## config.mk

```make
export PLATFORM = sky130hd
export DESIGN_NAME = mem_stage
export DESIGN_NICKNAME = d
export VERILOG_FILES = /design/src/rtl/mem_stage.sv
export SDC_FILE = /design/constraint.sdc
export NUM_CORES = 1
export LEC_CHECK = 0
export CAP_MARGIN = 10
export CORE_MARGIN = 1.5
export CORE_UTILIZATION = 46
export DETAILED_ROUTE_END_ITERATION = 16
export PLACE_DENSITY_LB_ADDON = 0.12
export SETUP_SLACK_MARGIN = 0.1
export SYNTH_ARGS = -nofsm -noshare
export SYNTH_HDL_FRONTEND = slang
export SYNTH_SLANG_ARGS = --single-unit
```

## constraint.sdc

```tcl
create_clock -name clk -period 8 [get_ports clk]
set_clock_uncertainty 0.05 [all_clocks]
set_input_delay 1.6 -clock clk [delete_from_list [all_inputs] [get_ports clk]]
set_output_delay 1.6 -clock clk [all_outputs]
set_load 0.02 [all_outputs]
```

## src/rtl/mem_stage.sv

```systemverilog
// rtl/mem_stage.sv - MEM pipeline stage: data-memory access over req/ack, load alignment, MEM/WB register
module mem_stage #(
    parameter int         ADDR_W   = 32,
    parameter logic [4:0] EXC_ADEL = 5'd4,
    parameter logic [4:0] EXC_ADES = 5'd5
) (
    input  logic              clk,
    input  logic              reset,
    input  logic [7:0]        control_in,
    input  logic [31:0]       alu_in,
    input  logic [31:0]       sw_in,
    input  logic [4:0]        regdst_in,
    input  logic [4:0]        vector_ex_in,
    input  logic [31:0]       pc_in,
    output logic              dmem_req,
    output logic              dmem_we,
    output logic [ADDR_W-1:0] dmem_addr,
    output logic [3:0]        dmem_be,
    output logic [31:0]       dmem_wdata,
    input  logic              dmem_ack,
    input  logic [31:0]       dmem_rdata,
    output logic              mem_stall,
    output logic              wb_valid,
    output logic              wb_regwrite,
    output logic [4:0]        wb_regdst,
    output logic [31:0]       wb_data,
    output logic [4:0]        wb_vector,
    output logic [31:0]       wb_pc
);

    typedef enum logic {S_IDLE, S_WAIT} state_t;

    state_t state, state_d;

    logic              nop, memread, memwrite, regwrite, memtoreg, load_unsigned;
    logic [1:0]        size;
    logic              is_word, is_half, is_byte;
    logic              memop, misalign, access;
    logic [4:0]        final_vec;
    logic [31:0]       lane, load_data;

    logic              req_d, we_d;
    logic [ADDR_W-1:0] addr_d;
    logic [3:0]        be_d;
    logic [31:0]       wdata_d;
    logic              wb_valid_d, wb_regwrite_d;
    logic [4:0]        wb_regdst_d, wb_vector_d;
    logic [31:0]       wb_data_d, wb_pc_d;

    assign nop           = control_in[0];
    assign memread       = control_in[1];
    assign memwrite      = control_in[2];
    assign regwrite      = control_in[3];
    assign memtoreg      = control_in[4];
    assign size          = control_in[6:5];
    assign load_unsigned = control_in[7];

    // Reserved size encoding 11 behaves as a word access.
    assign is_half  = (size == 2'b01);
    assign is_byte  = (size == 2'b10);
    assign is_word  = ~is_half & ~is_byte;

    assign memop    = ~nop & (memread | memwrite);
    assign misalign = (is_half & alu_in[0]) | (is_word & (alu_in[1:0] != 2'b00));
    assign access   = memop & (vector_ex_in == 5'd0) & ~misalign;

    always_comb begin
        final_vec = 5'd0;
        if (nop)
            final_vec = 5'd0;
        else if (vector_ex_in != 5'd0)
            final_vec = vector_ex_in;
        else if (memop & misalign)
            final_vec = memwrite ? EXC_ADES : EXC_ADEL;
    end

    assign lane = dmem_rdata >> {alu_in[1:0], 3'b000};

    always_comb begin
        load_data = dmem_rdata;
        if (is_byte)
            load_data = load_unsigned ? {24'd0, lane[7:0]} : {{24{lane[7]}}, lane[7:0]};
        else if (is_half)
            load_data = load_unsigned ? {16'd0, lane[15:0]} : {{16{lane[15]}}, lane[15:0]};
    end

    always_comb begin
        state_d       = state;
        mem_stall     = 1'b0;
        req_d         = dmem_req;
        we_d          = dmem_we;
        addr_d        = dmem_addr;
        be_d          = dmem_be;
        wdata_d       = dmem_wdata;
        wb_valid_d    = wb_valid;
        wb_regwrite_d = wb_regwrite;
        wb_regdst_d   = wb_regdst;
        wb_data_d     = wb_data;
        wb_vector_d   = wb_vector;
        wb_pc_d       = wb_pc;
        case (state)
            S_IDLE: begin
                if (access) begin
                    mem_stall     = 1'b1;
                    state_d       = S_WAIT;
                    req_d         = 1'b1;
                    we_d          = memwrite;
                    addr_d        = {alu_in[ADDR_W-1:2], 2'b00};
                    if (is_byte) begin
                        be_d    = 4'b0001 << alu_in[1:0];
                        wdata_d = {4{sw_in[7:0]}};
                    end else if (is_half) begin
                        be_d    = 4'b0011 << alu_in[1:0];
                        wdata_d = {2{sw_in[15:0]}};
                    end else begin
                        be_d    = 4'b1111;
                        wdata_d = sw_in;
                    end
                    wb_valid_d    = 1'b0;
                    wb_regwrite_d = 1'b0;
                    wb_vector_d   = 5'd0;
                end else begin
                    wb_valid_d    = ~nop;
                    wb_regwrite_d = regwrite & ~nop & (final_vec == 5'd0);
                    wb_regdst_d   = regdst_in;
                    wb_data_d     = alu_in;
                    wb_vector_d   = final_vec;
                    wb_pc_d       = pc_in;
                end
            end
            S_WAIT: begin
                // The EX/MEM bundle is frozen by mem_stall, so alu_in/control_in still describe this access.
                mem_stall     = ~dmem_ack;
                wb_valid_d    = 1'b0;
                wb_regwrite_d = 1'b0;
                if (dmem_ack) begin
                    state_d       = S_IDLE;
                    req_d         = 1'b0;
                    wb_valid_d    = 1'b1;
                    wb_regwrite_d = regwrite;
                    wb_regdst_d   = regdst_in;
                    wb_data_d     = memtoreg ? load_data : alu_in;
                    wb_vector_d   = 5'd0;
                    wb_pc_d       = pc_in;
                end
            end
            default: state_d = S_IDLE;
        endcase
    end

    always_ff @(posedge clk or posedge reset) begin
        if (reset)
            state <= S_IDLE;
        else
            state <= state_d;
    end

    always_ff @(posedge clk or posedge reset) begin
        if (reset) begin
            dmem_req    <= 1'b0;
            dmem_we     <= 1'b0;
            dmem_addr   <= '0;
            dmem_be     <= 4'd0;
            dmem_wdata  <= 32'd0;
            wb_valid    <= 1'b0;
            wb_regwrite <= 1'b0;
            wb_regdst   <= 5'd0;
            wb_data     <= 32'd0;
            wb_vector   <= 5'd0;
            wb_pc       <= 32'd0;
        end else begin
            dmem_req    <= req_d;
            dmem_we     <= we_d;
            dmem_addr   <= addr_d;
            dmem_be     <= be_d;
            dmem_wdata  <= wdata_d;
            wb_valid    <= wb_valid_d;
            wb_regwrite <= wb_regwrite_d;
            wb_regdst   <= wb_regdst_d;
            wb_data     <= wb_data_d;
            wb_vector   <= wb_vector_d;
            wb_pc       <= wb_pc_d;
        end
    end

endmodule

```

# After elaboration in Yosys (flattened, before gate mapping)
# Index checks and enable logic that the tools add are counted.
[word_totals]
regBits = 145
latch_bits = 0
mem_count = 0
elab_cells = 82
inputBits = 149
romBits = 0
ramBits = 0
out_inout_bits = 147
[classes]
multipliers = 0
div = 0
bitwise_logic = 17
n_shift = 3
addsub = 0
mux = 38
n_eq_ne = 5
magnitude_cmp = 0
n_reduce_logical = 7
[op_table]
columns = ["operator", "count"]
rows = [
  ["$mux W32", 11],
  ["$pmux W32 S2", 2],
  ["$shr A32 B5 Y16", 1],
  ["$mux W5", 6],
  ["$pmux W5 S2", 2],
  ["$logic_not A5 Y1", 2],
  ["$pmux W1 S2", 5],
  ["$and A1 B1 Y1", 9],
  ["$mux W1", 9],
  ["$mux W4", 2],
  ["$ne A2 B2 Y1 const B", 3],
  ["$not A1 Y1", 6],
  ["$reduce_and A2 Y1", 3],
  ["$reduce_bool A5 Y1", 1],
  ["$shl A1 B2 Y4 const A", 1],
  ["$shl A2 B2 Y4 const A", 1],
  ["$mux W3", 1],
  ["$eq A2 B1 Y1 const B", 1],
  ["$eq A2 B2 Y1 const B", 1],
  ["$or A1 B1 Y1", 2],
  ["$reduce_bool A2 Y1", 1],
]

# Logic depth before layout (Yosys ltp)
[logic_depth]
word_depth = 13
depth_mapped = 12
mapped_depth_nobuf = 8

# Worst setup path before layout
# OpenSTA, ideal clock, no wires.
[synth_path]
path_type = "input port to output port"
start = "in alu_in[0]"
end = "out mem_stall"
required_ns = 6.350
n_path_buf = 4
path_stages = 9
path_slack_ns = 3.224
arrival_ns = 3.126
path_cell_list = "buf_2 > inv_2 > clkbuf_1 > ha_1 > o211ai_2 > o21a_1 > buf_6 > clkinv_2 > buf_2"
[synth_via]
elab_chain_len = 7
word_cells_on_any_way = 8
classes_between = "mux: 2; bitwise: 5; reduce/logical: 1"
[synth_rtl]
columns = ["item", "line_no", "text"]
rows = [
  ["from (decl)", "10", "input logic [31:0] alu_in,"],
  ["$reduce_bool A2 Y1", "64", "assign misalign = (is_half & alu_in[0]) | (is_word & (alu_in[1:0] != 2'b00));"],
  ["$and A1 B1 Y1", "64", ""],
  ["$or A1 B1 Y1 (*)", "64", ""],
  ["$not A1 Y1 (*)", "65", "assign access = memop & (vector_ex_in == 5'd0) & ~misalign;"],
  ["$and A1 B1 Y1 (*)", "65", ""],
  ["$mux W1 (*)", "103", "if (access) begin"],
  ["$pmux W1 S2 (*)", "101", "case (state)"],
  ["to (decl)", "22", "output logic mem_stall,"],
]
# Every way passes the cells marked *; elsewhere a longest branch is shown, timed or not.

# Worst setup path in the final report
# Same ends and word-level chain as after synthesis.

==> impl_metrics.py <==
metrics = {
    "outcome": {
        "status": "complete, no violations",
    },
    "finish": {
        "antenna_cells": 0,
        "area_delta_synth_final_pct": 51.2,
        "finalNetCount": 1211,
        "drive_above_1_share": 0.0674,
        "mostFrequentLayoutCells": "304 x nand2_1, 293 x clkdlybuf4s50_1, 145 x dfrtp_1",
        "final_common_cell": "nand2_1",
    },
    "drt": {
        "drt_wl_total_mm": 21.8,
        "drt-wirelength-per-cell_um": 17.4,
        "drt-initial-drc-count": 471,
        "drc": 0,
        "vias_per_cell": 5.20,
        "drt_pass1_iterations": 7,
        "postRouteAntennaNets": 0,
        "via_count": 6520,
    },
    "synthesis": {
        "synth.distinct_cells": 49,
        "avgSynthCellArea_um2": 8.72,
        "yosys_warnings": 0,
        "synth-simple-area-share": 0.229,
        "synth_compound_area_frac": 0.144,
        "synthMuxAreaShare": 0.0362,
        "synthCells": 789,
        "synth_ff_type": "dfrtp_1",
        "synthAdderAreaFrac": 0.0109,
        "ys_seq_area_frac": 0.527,
        "synthArstFlopShare": 1.00,
        "ys_ff_latch": 145,
        "synth_area_um2": 6880,
        "synth_top_family_by_area": "simple AND/OR/NAND/NOR gates",
        "synth_edf_count": 0,
        "synth_xor_area_frac": 0,
    },
    "worst_setup_path": {
        "crit_start": "alu_in[0]",
        "worst-setup-path-type": "in2out",
        "crit_slowest_cell": "clkdlybuf4s50_1",
        "start_kind": "primary input",
        "cp-endpoint": "mem_stall",
        "end_kind": "output pin",
        "rrSetupSlack_ns": 5.60,
        "cp.arrival_ns": 4.18,
        "r2r-end": "wb_data[20]$_DFFE_PP0P_",
        "timing.rr.start": "state$_DFF_PP0_",
        "worstPathRequired_ns": 6.35,
        "critical_path.max_stage_delay_ns": 0.82,
        "critPathMaxFanout": 17,
        "path_cells": "clkdlybuf4s50_1 -> inv_2 -> ha_1 -> o211ai_2 -> o21a_2 -> clkinv_2 -> clkdlybuf4s50_1",
        "ff2ff_path_depth": 7,
        "crit_top_cell": "clkdlybuf4s50_1",
    },
    "power": {
        "p_seq_frac": 0.404,
        "p_comb_frac": 0.234,
        "p_leak_uw": 0.00467,
        "p_total_uw": 2090,
        "swShare": 0.293,
        "p_int_uw": 1480,
        "clockPowerShare": 0.362,
        "power_switching_uw": 614,
        "p_per_area_nw_per_um2": 201,
        "ir_drop_uv": 141,
    },
    "cts": {
        "numCtsBuffers": 17,
        "cts_resized": 0,
        "clk_pin_slew_ns": 0.06,
        "clockRootBuffer": "clkbuf_16",
        "insertion_delay_ns": 0.42,
        "cts_tree": "done",
        "cts_sinks": 145,
        "ctsHtreeMaxLevel": 4,
        "cts_hold_buffers": 0,
        "cts_buffer_depth": 2,
        "postCtsSetupBuffers": 0,
    },
    "timing": {
        "relSlewSlack": 0.351,
        "fin_ws_ns": 2.17,
        "hold_violations": 0,
        "tns_ns": 0,
        "rsz0062_at_grt": "false",
        "setup_viol": 0,
        "tightest_slew_ns": 0.972,
        "min_period_ns": 5.83,
        "period_share": 0.728,
        "fmax_ghz": 0.172,
        "finalMaxSlewViolations": 0,
    },
    "floorplanning": {
        "die_y_um": 125,
        "initial_core_util": 0.472,
        "die_w_um": 125,
        "rows": 44,
        "io_pins": 296,
        "coreArea_um2": 14600,
        "fp.dieArea_um2": 15700,
    },
    "flow_run": {
        "max_cap_viol_count": 0,
    },
    "global_route": {
        "grt_pass1_wl_mm": 35.0,
        "overflow": 0,
        "grt_pass1_vias": 6461,
        "grt_use_total": 0.283,
        "antenna_found_initial": 0,
        "grt_max_degree": 79,
    },
    "place": {
        "port_buffers": 293,
        "hpwl_mm": 15.2,
        "gp_congestion": 0.861,
        "dp_worst_setup_slack_ns": 2.20,
    },
    "worst_hold_path": {
        "hold_class": "reg2reg",
        "min_from": "dmem_addr[3]$_DFFE_PP0P_",
    },
}
## through the flow
step	utilization	instance area [um2]	hold WS, ns	cells
after floorplan	-	6880	0.505	790
after global placement	0.675	9840	0.406	1221
after detailed placement	0.675	9840	0.411	1221
final	0.713	10400	0.423	1253
after CTS	0.713	10400	0.426	1253
after global routing	0.713	10400	0.435	1253
## cell usage after synthesis (2+ instances only)
master / count / area, um2
nor2b_1: 2 / 12.5
a22o_1: 4 / 35.0
nor2_1: 40 / 150
a211oi_1: 8 / 60.1
a221oi_1: 2 / 17.5
mux2i_1: 17 / 170
buf_4: 3 / 22.5
nand2b_1: 6 / 37.5
nand2_1: 304 / 1140
and2_1: 3 / 18.8
dfrtp_1: 145 / 3630
buf_2: 24 / 120
inv_1: 13 / 48.8
clkbuf_1: 21 / 78.8
buf_6: 6 / 67.6
mux2_2: 5 / 56.3
a31oi_1: 11 / 68.8
or2_2: 2 / 12.5
o21ai_1: 4 / 20.0
nand3b_1: 2 / 15.0
o22ai_1: 5 / 31.3
ha_1: 6 / 75.1
o21ai_0: 54 / 270
o21a_1: 11 / 82.6
a222oi_1: 5 / 50.1
a211oi_2: 10 / 125
nand3_1: 8 / 40.0
nor3_1: 18 / 90.1
or3_1: 2 / 12.5
a21oi_1: 29 / 145
## metal layers
layer	track usage	vias up	share of wire
met2	0.453	259	0.48
met1	0.365	3075	0.42
met3	0.0800	41	0.072
met5	0	-	0
met4	0.114	0	0.030
li1	-	3145	-
## cell families (layout without fill, tap and decap cells)
group,Yosys count,in the layout
compound gates,152,152
fa+ha+maj,6,6
buf+inv,71,350
flops,145,145
mux,23,23
other cells,1,2
simple gates,391,391
## flip-flops by register name, summed over array words and instances (netlist names)
name         flops
dmem_addr       30
dmem_be          4
dmem_req         1
dmem_wdata      32
dmem_we          1
state            1
wb_data         32
wb_pc           32
wb_regdst        5
wb_regwrite      1
wb_valid         1
wb_vector        5
## worst min-delay path by stage
stage / to / slack, ns / depth (start not counted)
5_1_grt: wb_pc[25]$_DFFE_PP0P_ / 0.44 / 2
6_report: dmem_addr[3]$_DFFE_PP0P_ / 0.42 / 2
3_5_place_dp: wb_pc[13]$_DFFE_PP0P_ / 0.41 / 2
2_1_floorplan: wb_vector[2]$_DFFE_PP0P_ / 0.50 / 1
3_3_place_gp: dmem_addr[23]$_DFFE_PP0P_ / 0.41 / 2
4_1_cts: wb_pc[13]$_DFFE_PP0P_ / 0.43 / 2
## critical path, delay by kind of cell
kind | cells | cell delay (ns)
AO/OA/AOI/OAI | 2 | 0.56
adder cells (fa/ha/maj) | 1 | 0.30
buffers and inverters | 4 | 1.71
## cell type report
| type | instances | area [um2] |
|---|---|---|
| clock buffers | 17 | 425 |
| multi-input cells | 574 | 2920 |
| repair buffers | 302 | 3000 |
| well taps | 184 | 230 |
| fillers | 1160 | 4190 |
| inverters | 16 | 66.3 |
| clock inverters | 15 | 134 |
| flip-flops and latches | 145 | 3630 |
## power by group through the flow
stage	clock network (uW)	registers [uW]	logic [uW]
6_report	757	847	490
4_1_cts	771	847	493
5_1_grt	807	856	525
3_3_place_gp	0	857	486
3_5_place_dp	0	859	491
2_1_floorplan	0	951	124
No activity file was read; power rests on OpenSTA's default activity.
